$ cat src/rtl/drac_pkg.sv
// ---------------------------------------------------------------------------
// drac_pkg
//   Shared types and constants for the fetch stage.
//   - next_pc_sel_t      : select code driven to the fetch PC register
//   - fetch_ctrl_state_t : sequencer states of fetch_ctrl
//   - FETCH_INST_W       : default instruction width
//   - FETCH_RESP_TIMEOUT : default response timeout (used only when
//                          FETCH_TIMEOUT_EN is defined)
// ---------------------------------------------------------------------------
package drac_pkg;

    // PC register source: hold current PC, advance by 4, or load the
    // commit (redirect) target.
    typedef enum logic [1:0] {
        NEXT_PC_SEL_PC     = 2'b00,
        NEXT_PC_SEL_PC_4   = 2'b01,
        NEXT_PC_SEL_COMMIT = 2'b10
    } next_pc_sel_t;

    typedef enum logic [2:0] {
        IDLE  = 3'd0,
        REQ   = 3'd1,
        WAIT  = 3'd2,
        HOLD  = 3'd3,
        DRAIN = 3'd4
    } fetch_ctrl_state_t;

    localparam int FETCH_INST_W       = 32;
    localparam int FETCH_RESP_TIMEOUT = 255;

endpackage : drac_pkg

$ cat src/rtl/fetch_ctrl.sv
// ---------------------------------------------------------------------------
// fetch_ctrl
//   Fetch-stage sequencer. Keeps exactly one icache request outstanding,
//   forwards the returned instruction to decode (directly, or from a hold
//   register while decode is stalled), and cancels in-flight fetches when
//   commit redirects the PC.
//
//   Optional feature macro: FETCH_TIMEOUT_EN
//     defined   : a WAIT-cycle counter aborts (kill + timeout_o) and reissues
//                 the same PC after RESP_TIMEOUT cycles without a response.
//     undefined : WAIT waits indefinitely; timeout_o is tied low and the
//                 RESP_TIMEOUT parameter does not exist.
//
// Ports
//   clk_i               in   clock
//   rstn_i              in   async reset, active low
//   stall_i             in   decode cannot accept an instruction this cycle
//   redirect_i          in   commit redirect; PC loads pc_commit next edge
//   pc_req_valid_i      in   current PC is fetchable
//   icache_ready_i      in   icache accepts a request this cycle
//   icache_resp_valid_i in   icache returns data for the outstanding request
//   icache_inst_i       in   returned instruction
//   next_pc_sel_o       out  PC source select
//   icache_req_o        out  request valid to icache
//   icache_kill_o       out  abort outstanding request (1-cycle pulse)
//   fetch_valid_o       out  instruction valid to decode
//   fetch_inst_o        out  instruction to decode (0 when not valid)
//   timeout_o           out  1-cycle pulse on response timeout
// ---------------------------------------------------------------------------
module fetch_ctrl
    import drac_pkg::*;
#(
    parameter int INST_W = FETCH_INST_W
`ifdef FETCH_TIMEOUT_EN
    ,
    parameter int RESP_TIMEOUT = FETCH_RESP_TIMEOUT
`endif
) (
    input  logic              clk_i,
    input  logic              rstn_i,
    input  logic              stall_i,
    input  logic              redirect_i,
    input  logic              pc_req_valid_i,
    input  logic              icache_ready_i,
    input  logic              icache_resp_valid_i,
    input  logic [INST_W-1:0] icache_inst_i,
    output next_pc_sel_t      next_pc_sel_o,
    output logic              icache_req_o,
    output logic              icache_kill_o,
    output logic              fetch_valid_o,
    output logic [INST_W-1:0] fetch_inst_o,
    output logic              timeout_o
);

    fetch_ctrl_state_t state_q, state_d;
    logic [INST_W-1:0] hold_q;
    logic              capture;
    logic              timeout_hit;

    // Response capture while decode is stalled; the hold register then
    // presents the instruction from HOLD.
    assign capture = (state_q == WAIT) && icache_resp_valid_i && !redirect_i && stall_i;

    // -----------------------------------------------------------------------
    // Optional response timeout counter
    // -----------------------------------------------------------------------
`ifdef FETCH_TIMEOUT_EN
    localparam int CNT_W = $clog2(RESP_TIMEOUT + 1);

    logic [CNT_W-1:0] wait_cnt_q;

    // wait_cnt_q holds the number of WAIT cycles already completed, so the
    // timeout fires in the RESP_TIMEOUT-th WAIT cycle without a response.
    assign timeout_hit = (state_q == WAIT) && (wait_cnt_q == CNT_W'(RESP_TIMEOUT - 1));

    always_ff @(posedge clk_i or negedge rstn_i) begin
        if (!rstn_i) begin
            wait_cnt_q <= '0;
        end else if ((state_q == WAIT) && (state_d == WAIT)) begin
            wait_cnt_q <= wait_cnt_q + 1'b1;
        end else begin
            wait_cnt_q <= '0;
        end
    end
`else
    assign timeout_hit = 1'b0;
`endif

    // -----------------------------------------------------------------------
    // State register
    // -----------------------------------------------------------------------
    // NOTE: sequential state is updated only with non-blocking assignments so
    // every register samples pre-edge values regardless of block order.
    always_ff @(posedge clk_i or negedge rstn_i) begin
        if (!rstn_i) begin
            state_q <= IDLE;
        end else begin
            state_q <= state_d;
        end
    end

    // NOTE: the hold register is a single data word, not a memory; it is reset
    // so the instruction bus starts from a known value after reset.
    always_ff @(posedge clk_i or negedge rstn_i) begin
        if (!rstn_i) begin
            hold_q <= '0;
        end else if (capture) begin
            hold_q <= icache_inst_i;
        end
    end

    // -----------------------------------------------------------------------
    // Next-state logic
    // -----------------------------------------------------------------------
    // NOTE: every signal driven here gets a default first, so no path through
    // the case statement can leave it unassigned and infer a latch.
    always_comb begin
        state_d = state_q;
        unique case (state_q)
            IDLE: state_d = REQ;

            REQ: begin
                if (pc_req_valid_i && !redirect_i && icache_ready_i) begin
                    state_d = WAIT;
                end
            end

            WAIT: begin
                if (redirect_i) begin
                    // A response arriving with the redirect is simply dropped;
                    // without one the killed request still has to drain.
                    state_d = icache_resp_valid_i ? REQ : DRAIN;
                end else if (icache_resp_valid_i) begin
                    state_d = stall_i ? HOLD : REQ;
                end else if (timeout_hit) begin
                    state_d = REQ;
                end
            end

            HOLD: begin
                if (redirect_i || !stall_i) begin
                    state_d = REQ;
                end
            end

            DRAIN: begin
                // The response of the killed request is discarded; a further
                // redirect here needs no second kill.
                if (icache_resp_valid_i) begin
                    state_d = REQ;
                end
            end

            default: state_d = IDLE;
        endcase
    end

    // -----------------------------------------------------------------------
    // Output logic
    // -----------------------------------------------------------------------
    always_comb begin
        next_pc_sel_o = redirect_i ? NEXT_PC_SEL_COMMIT : NEXT_PC_SEL_PC;
        icache_req_o  = 1'b0;
        icache_kill_o = 1'b0;
        fetch_valid_o = 1'b0;
        fetch_inst_o  = '0;
        timeout_o     = 1'b0;

        unique case (state_q)
            REQ: begin
                icache_req_o = pc_req_valid_i && !redirect_i;
            end

            WAIT: begin
                if (redirect_i) begin
                    icache_kill_o = !icache_resp_valid_i;
                end else if (icache_resp_valid_i) begin
                    if (!stall_i) begin
                        fetch_valid_o = 1'b1;
                        fetch_inst_o  = icache_inst_i;
                        next_pc_sel_o = NEXT_PC_SEL_PC_4;
                    end
                end else if (timeout_hit) begin
                    // Reissue the same PC: the select stays on PC.
                    icache_kill_o = 1'b1;
                    timeout_o     = 1'b1;
                end
            end

            HOLD: begin
                if (!redirect_i) begin
                    fetch_valid_o = 1'b1;
                    fetch_inst_o  = hold_q;
                    if (!stall_i) begin
                        next_pc_sel_o = NEXT_PC_SEL_PC_4;
                    end
                end
            end

            default: ;
        endcase
    end

endmodule : fetch_ctrl

$ cat config.mk
export PLATFORM = sky130hd
export DESIGN_NAME = fetch_ctrl
export DESIGN_NICKNAME = d
export VERILOG_FILES = /design/src/rtl/drac_pkg.sv /design/src/rtl/fetch_ctrl.sv
export SDC_FILE = /design/constraint.sdc
export NUM_CORES = 1
export LEC_CHECK = 0
export BUFFER_PORTS_ARGS = -buffer_cell sky130_fd_sc_hd__buf_2
export CAP_MARGIN = 20
export CORE_AREA = 5 5 87 89
export DETAILED_ROUTE_END_ITERATION = 7
export DIE_AREA = 0 0 92 94
export PLACE_DENSITY = 0.59
export SETUP_SLACK_MARGIN = 0.4
export SKIP_LAST_GASP = 1
export SLEW_MARGIN = 20
export SYNTH_ARGS = -nofsm -noshare
export SYNTH_HDL_FRONTEND = slang
export SYNTH_SLANG_ARGS = --single-unit
export TNS_END_PERCENT = 20
$ cat constraint.sdc
create_clock -name clk_i -period 2 [get_ports clk_i]
set_input_delay 0.2 -clock clk_i [delete_from_list [all_inputs] [get_ports clk_i]]
set_output_delay 0.2 -clock clk_i [all_outputs]
set_load 0.03 [all_outputs]
==> flow_summary_export.csv, run 1 <==
group,metric,value,unit
status,outcome,"finished with violations",
status,violations,"hold timing",
synthesis,yosys.area.top_type,"dfrtp_1",
place,numPortBuffers,75,
die,die_h,94,µm
synthesis,synthesis.nets,181,
power,power.internal,0.00244,W
die,dieArea,0.00865,mm²
route,dr.pass1.iters,4,
synthesis,synthesis.area,0.00195,mm²
die,start_util,0.293,
sta,whs,-2.77,ps
route,route.final.wire_length,5160,µm
synthesis,yosysMostFrequentCell,"dfrtp_1",
power,swShare,0.340,
clock_tree,ctsHoldBuffers,0,
worst_setup_path,path_cells,"nor2b_4 > and3_4 > nor2b_4 > buf_12 > buf_12 > a22o_1 > buf_6",
clock_tree,root_buffer,"clkbuf_8",
power,worst_ir_drop_vdd,0.000465,V
power,combPwrFrac,0.474,
cells_and_area,n_antenna_cell,0,
synthesis,ys_ff_latch,35,
clock_tree,clock-sinks,35,
grt,grt_pass1_vias,1685,
sta,slew_headroom,0.469,
clock_tree,clk_path_buf_depth,2,
grt,grt.total_usage,0.125,
hold_path,worstHoldPathType,"primary input to async pin",
synthesis,ys.flop_type,"dfrtp_1",
route,wire_per_inst,16.7,µm
synthesis,synth_async_sr_flop_share,1.00,
power,p_leak,1.67,nW
route,drtIter0Drc,26,
die,core_area,0.00668,mm²
power,clockPowerShare,0.168,
route,ant_nets,0,
die,die-width,92,µm
clock_tree,cts.clk_slew.worst_paths,70,ps
worst_setup_path,worstPathMaxFanout,6,
synthesis,synth_top_area_share,0.448,
grt,grt.overflow.total,0,
synthesis,ys_seq_area_frac,0.448,
sta,final.min_clock_period,1950,ps
sta,tns,0,ps
sta,timing.final.crit_share,0.974,
die,row_count,30,
place,placed_area,0.00268,mm²
power,switching_power,0.00126,W
worst_setup_path,start_kind,"flop",
place,place.gp.congestion,0.758,
flow_run,drv_cap,0,
synthesis,synth_edf_count,0,
cells_and_area,layout-drive-gt1-share,0.754,
clock_tree,htreeDepth,2,
cells_and_area,final_area,0.00317,mm²
worst_setup_path,endpoint_kind,"output port",
power,pwr_density_cell,1160,mW/mm²
sta,worstMarginPinSlew,797,ps
synthesis,synth_area_per_cell,13.8,µm²
synthesis,yosysWarnings,0,
die,pin_count,77,
grt,grt_pass1_wl,8540,µm
worst_setup_path,cp_slowest_cell,"dfrtp_2",
sta,finClkSkew,4.47,ps
sta,rsz0062_at_grt,"yes",
worst_setup_path,critPathRequiredTime,1800,ps
power,seqPwrFrac,0.358,
sta,setup_viol,0,
synthesis,syn_inst,142,
place,place_hpwl,3430,µm
route,vias_per_cell,4.92,
sta,hold_violations,1,
sta,slew_violations,0,
cells_and_area,num-fill-cells,603,
cells_and_area,fin_nets,267,
worst_setup_path,critPathMaxStageDelay,440,ps
worst_setup_path,criticalPathCategory,"flop to output port",
route,post-route-drc-count,0,
worst_setup_path,cp.arrival,1750,ps
route,vias,1515,
sta,fmax,513,MHz
grt,grt_start_max_net_pins,36,
clock_tree,cts_made_buffers,5,
synthesis,synthTopCellsByArea,"dfrtp_1 (45%), mux2_4 (23%), a22o_1 (14%)",
clock_tree,insertion_delay,280,ps
synthesis,yosys.cell_types.count,30,
synthesis,ys_top_cells_by_count,"dfrtp_1 (35), a22o_1 (32), mux2_4 (30)",
clock_tree,cts_tree,"yes",
cells_and_area,syn_to_final_growth,62.3,%
grt,antenna_found_initial,0,
worst_setup_path,reg2reg_slack,260,ps
-- power by group through the flow --
stage	Combinational, W	Sequential, W	Clock (W)
after floorplan	0.00122	0.00128	0
after global placement	0.00148	0.00134	0
after detailed placement	0.00150	0.00134	0
after CTS	0.00177	0.00132	0.000650
after global routing	0.00186	0.00136	0.000683
final	0.00175	0.00132	0.000620
-- layout by cell type (no fill, tap or decap), types with 2 or more instances in the layout --
master	n
buf_2	42
dfrtp_1	32
a22o_4	30
mux2_4	30
buf_6	30
buf_4	11
clkbuf_8	5
buf_16	4
buf_12	4
nor2_1	3
nand2_1	3
dfrtp_2	3
nor2b_4	2
a22o_1	2
nand3b_1	2
or2b_1	2
mux2_2	2
-- worst max-delay path: cells and delay by family, from the launching register on --
family	cells	cell delay [ps]
AND/OR/NAND/NOR	3	460
flip-flops	1	440
buffers and inverters	3	410
AO/OA/AOI/OAI	1	150
-- sequential cells by signal (all words and copies together) (netlist names) --
| register | count |
|---|---|
| hold_q | 32 |
| state_q | 3 |
-- final timing paths --
kind	startpoint	end	depth (start not counted)
setup / recovery	state_q[0]	fetch_inst_o[7]	7
hold / removal	rstn_i	hold_q[10]	1
setup reg to reg	state_q[0]	state_q[1]	6
hold reg to reg	hold_q[0]	hold_q[0]	1
max in group asynchronous	rstn_i	state_q[2]	1
min in group clk_i	icache_inst_i[6]	hold_q[6]	2
-- per-stage QoR --
step           cells  setup WS, ps   util  power (W)  hold slack [ps]
6_report         308          52.3  0.475    0.00369            -2.77
3_5_place_dp     290           215  0.401    0.00284              346
3_3_place_gp     290           263  0.401    0.00283              340
2_1_floorplan    142           399      -    0.00250            -95.6
4_1_cts          308          30.7  0.475    0.00374             30.9
5_1_grt          308         -45.0  0.475    0.00390             64.8
-- logic make-up (layout without fill, tap and decap cells) --
family,count (synthesis),in the layout,share of synthesized area
buffers and inverters,13,99,0.0557
and+or+nand+nor,22,22,0.0755
AOI/OAI and AO/OA,38,38,0.171
other,1,1,0.00192
DFF,35,35,0.448
muxes,33,33,0.248
-- cell type report --
type | count | area [µm²] | share of cell area
sequential | 35 | 880 | 0.277
clock buffer | 5 | 68.8 | 0.0217
multi-input combinational | 94 | 1250 | 0.394
tap | 80 | 100 | 0.0316
timing repair buffer | 92 | 836 | 0.264
clock inverter | 2 | 37.5 | 0.0118
-- metal layers --
layer | GRT usage | wire length (µm) | vias to the layer above
met5 | 0 | 0 | -
li1 | - | - | 700
met2 | 0.216 | 2650 | 48
met3 | 0.0304 | 229 | 5
met1 | 0.156 | 2230 | 762
met4 | 0.0309 | 47 | 0
-- repair_timing --
| item | in CTS | in global routing |
|---|---|---|
| endpoints found under the setup margin | 58 | 59 |
| buffers inserted | 7 | 0 |
| gates resized for setup | 73 | 0 |
| pin swaps | 3 | 0 |
| cloned | 4 | 0 |
(Power assumes the default switching activity.)
==> inputs of run 2 (changes only) <==
CORE_AREA = 5 5 121 66   (was 5 5 87 89)
DIE_AREA = 0 0 126 71   (was 0 0 92 94)
PLACE_DENSITY = 0.58   (was 0.59)
==> flow_summary_export.csv, run 2 (synthesized netlist as in run 1, its figures left out) <==
group,metric,value,unit
status,outcome,"finished clean",
grt,grt_pass1_wl,8390,µm
sta,rsz0062_at_grt,"yes",
cells_and_area,num-fill-cells,652,
cells_and_area,largest_register_ff_count,32,
worst_setup_path,reg2reg_slack,260,ps
place,numPortBuffers,75,
cells_and_area,largest_registers,"hold_q: 32 flops, state_q: 3 flops",
route,vias_per_cell,4.59,
clock_tree,cts.clk_slew.worst_paths,60,ps
hold_path,worstHoldPathType,"primary input to async pin",
place,dp_cells,306,
die,die-width,126,µm
cells_and_area,syn_to_final_growth,55.4,%
place,place.gp.congestion,0.733,
clock_tree,ctsHoldBuffers,0,
clock_tree,clock-sinks,35,
die,core_area,0.00694,mm²
clock_tree,cts_made_buffers,5,
grt,grt_start_max_net_pins,36,
cells_and_area,mostFrequentLayoutCells,"buf_2 (60), dfrtp_1 (32), a22o_4 (30), mux2_4 (30), buf_6 (13)",
die,start_util,0.282,
clock_tree,cts_tree,"yes",
route,wire_per_inst,15.7,µm
flow_run,drv_cap,0,
sta,finClkSkew,6.15,ps
cells_and_area,register_area,880,µm²
sta,layout_setup_ws,30.4,ps
worst_setup_path,critPathRequiredTime,1800,ps
route,drtIter0Drc,30,
cells_and_area,layout-drive-gt1-share,0.747,
sta,slew_headroom,0.453,
sta,slew_violations,0,
sta,worstMarginPinSlew,821,ps
worst_setup_path,worstPathMaxFanout,6,
worst_setup_path,r2r_end,"state_q[1]",
route,dr.pass1.iters,4,
route,vias,1473,
place,place_hpwl,3460,µm
clock_tree,htreeDepth,2,
sta,setup_viol,0,
power,p_leak,1.64,nW
power,worst_ir_drop_vdd,0.000526,V
route,post-route-drc-count,0,
cells_and_area,multi_input_area,0.00125,mm²
sta,timing.final.crit_share,0.985,
clock_tree,root_buffer,"clkbuf_16",
power,pwr_density_cell,1220,mW/mm²
route,route.final.wire_length,5050,µm
clock_tree,clk_path_buf_depth,2,
worst_setup_path,start_kind,"flop",
sta,final.min_clock_period,1970,ps
sta,fmax,508,MHz
cells_and_area,n_antenna_cell,0,
grt,grt.overflow.total,0,
power,finalPower,0.00371,W
die,dieArea,0.00895,mm²
route,ant_nets,0,
worst_setup_path,cp.arrival,1770,ps
grt,grt.total_usage,0.117,
worst_setup_path,endpoint_kind,"output port",
cells_and_area,top_register,"hold_q",
grt,antenna_found_initial,0,
worst_setup_path,reg2reg_depth,6,
die,row_count,22,
die,pin_count,77,
cells_and_area,final_common_cell,"buf_2",
worst_setup_path,rr_startpoint,"state_q[0]",
clock_tree,insertion_delay,280,ps
grt,grt_pass1_vias,1617,
sta,hold_violations,0,
die,die_h,71,µm
cells_and_area,layout.cells.non_filler,321,
place,place_ws,208,ps
worst_setup_path,criticalPathCategory,"flop to output port",
sta,whs,18.6,ps
cells_and_area,fin_nets,263,
==> run 2: cell count changes in the layout (fill, tap and decap cells not counted), moves of 2 or more <==
cell	delta
buf_4	-2
buf_6	-17
clkbuf_16	+6
buf_16	-3
buf_2	+18
clkbuf_8	-5
==> run 2: stage by stage <==
step           cell area (µm²)   util  setup TNS, ps
2_1_floorplan             2240      -              0
3_3_place_gp              2700  0.389              0
3_5_place_dp              2700  0.389              0
4_1_cts                   3010  0.433              0
5_1_grt                   3040  0.438           -372
6_report                  3040  0.438              0
==> run 2: how the worst max path moves through the flow <==
stage | end | slack [ps] | cells after the start | start
3_3_place_gp | fetch_inst_o[7] | 250 | 6 | state_q[1]
2_1_floorplan | fetch_inst_o[10] | 400 | 6 | state_q[1]
3_5_place_dp | fetch_inst_o[7] | 210 | 6 | state_q[1]
5_1_grt | fetch_inst_o[9] | -30 | 7 | state_q[0]
4_1_cts | fetch_inst_o[17] | 8 | 7 | state_q[0]
6_report | fetch_valid_o | 30 | 7 | state_q[1]
==> run 2: critical path, cell delays in order (launching register included) <==
cell and delay [ps]:
dfrtp_2 400, nor2b_4 120, and3_4 150, nor2b_4 150, buf_12 140, clkbuf_16 150
or2_4 240, buf_6 130
==> run 2: what timing repair did <==
action | 4_1_cts | 5_1_grt
gates resized for setup | 33 | 0
cloned | 1 | 1
pin swaps | 0 | 0
endpoints found under the setup margin | 53 | 36
setup buffers | 4 | 1
endpoints found under the hold margin | 0 | 0
==> run 2: layer usage <==
metal,vias to the layer above,global-route usage,part of all wire
met5,-,0,0
met4,0,0.0392,0.012
met3,7,0.0400,0.067
met1,726,0.162,0.49
li1,697,-,-
met2,43,0.170,0.43
==> run 2: cell type report <==
cell class | count | area share
Clock buffer | 6 | 0.0424
Clock inverter | 2 | 0.00412
Multi-Input combinational cell | 94 | 0.411
Sequential cell | 35 | 0.290
Tap cell | 96 | 0.0395
Timing Repair Buffer | 88 | 0.213
==> run 2: power breakdown <==
| part | internal [W] | switching (W) | leakage, nW |
|---|---|---|---|
| Sequential | 0.00105 | 0.000257 | 0.443 |
| Clock | 0.000459 | 0.000294 | 0.0669 |
| Combinational | 0.000928 | 0.000713 | 1.13 |
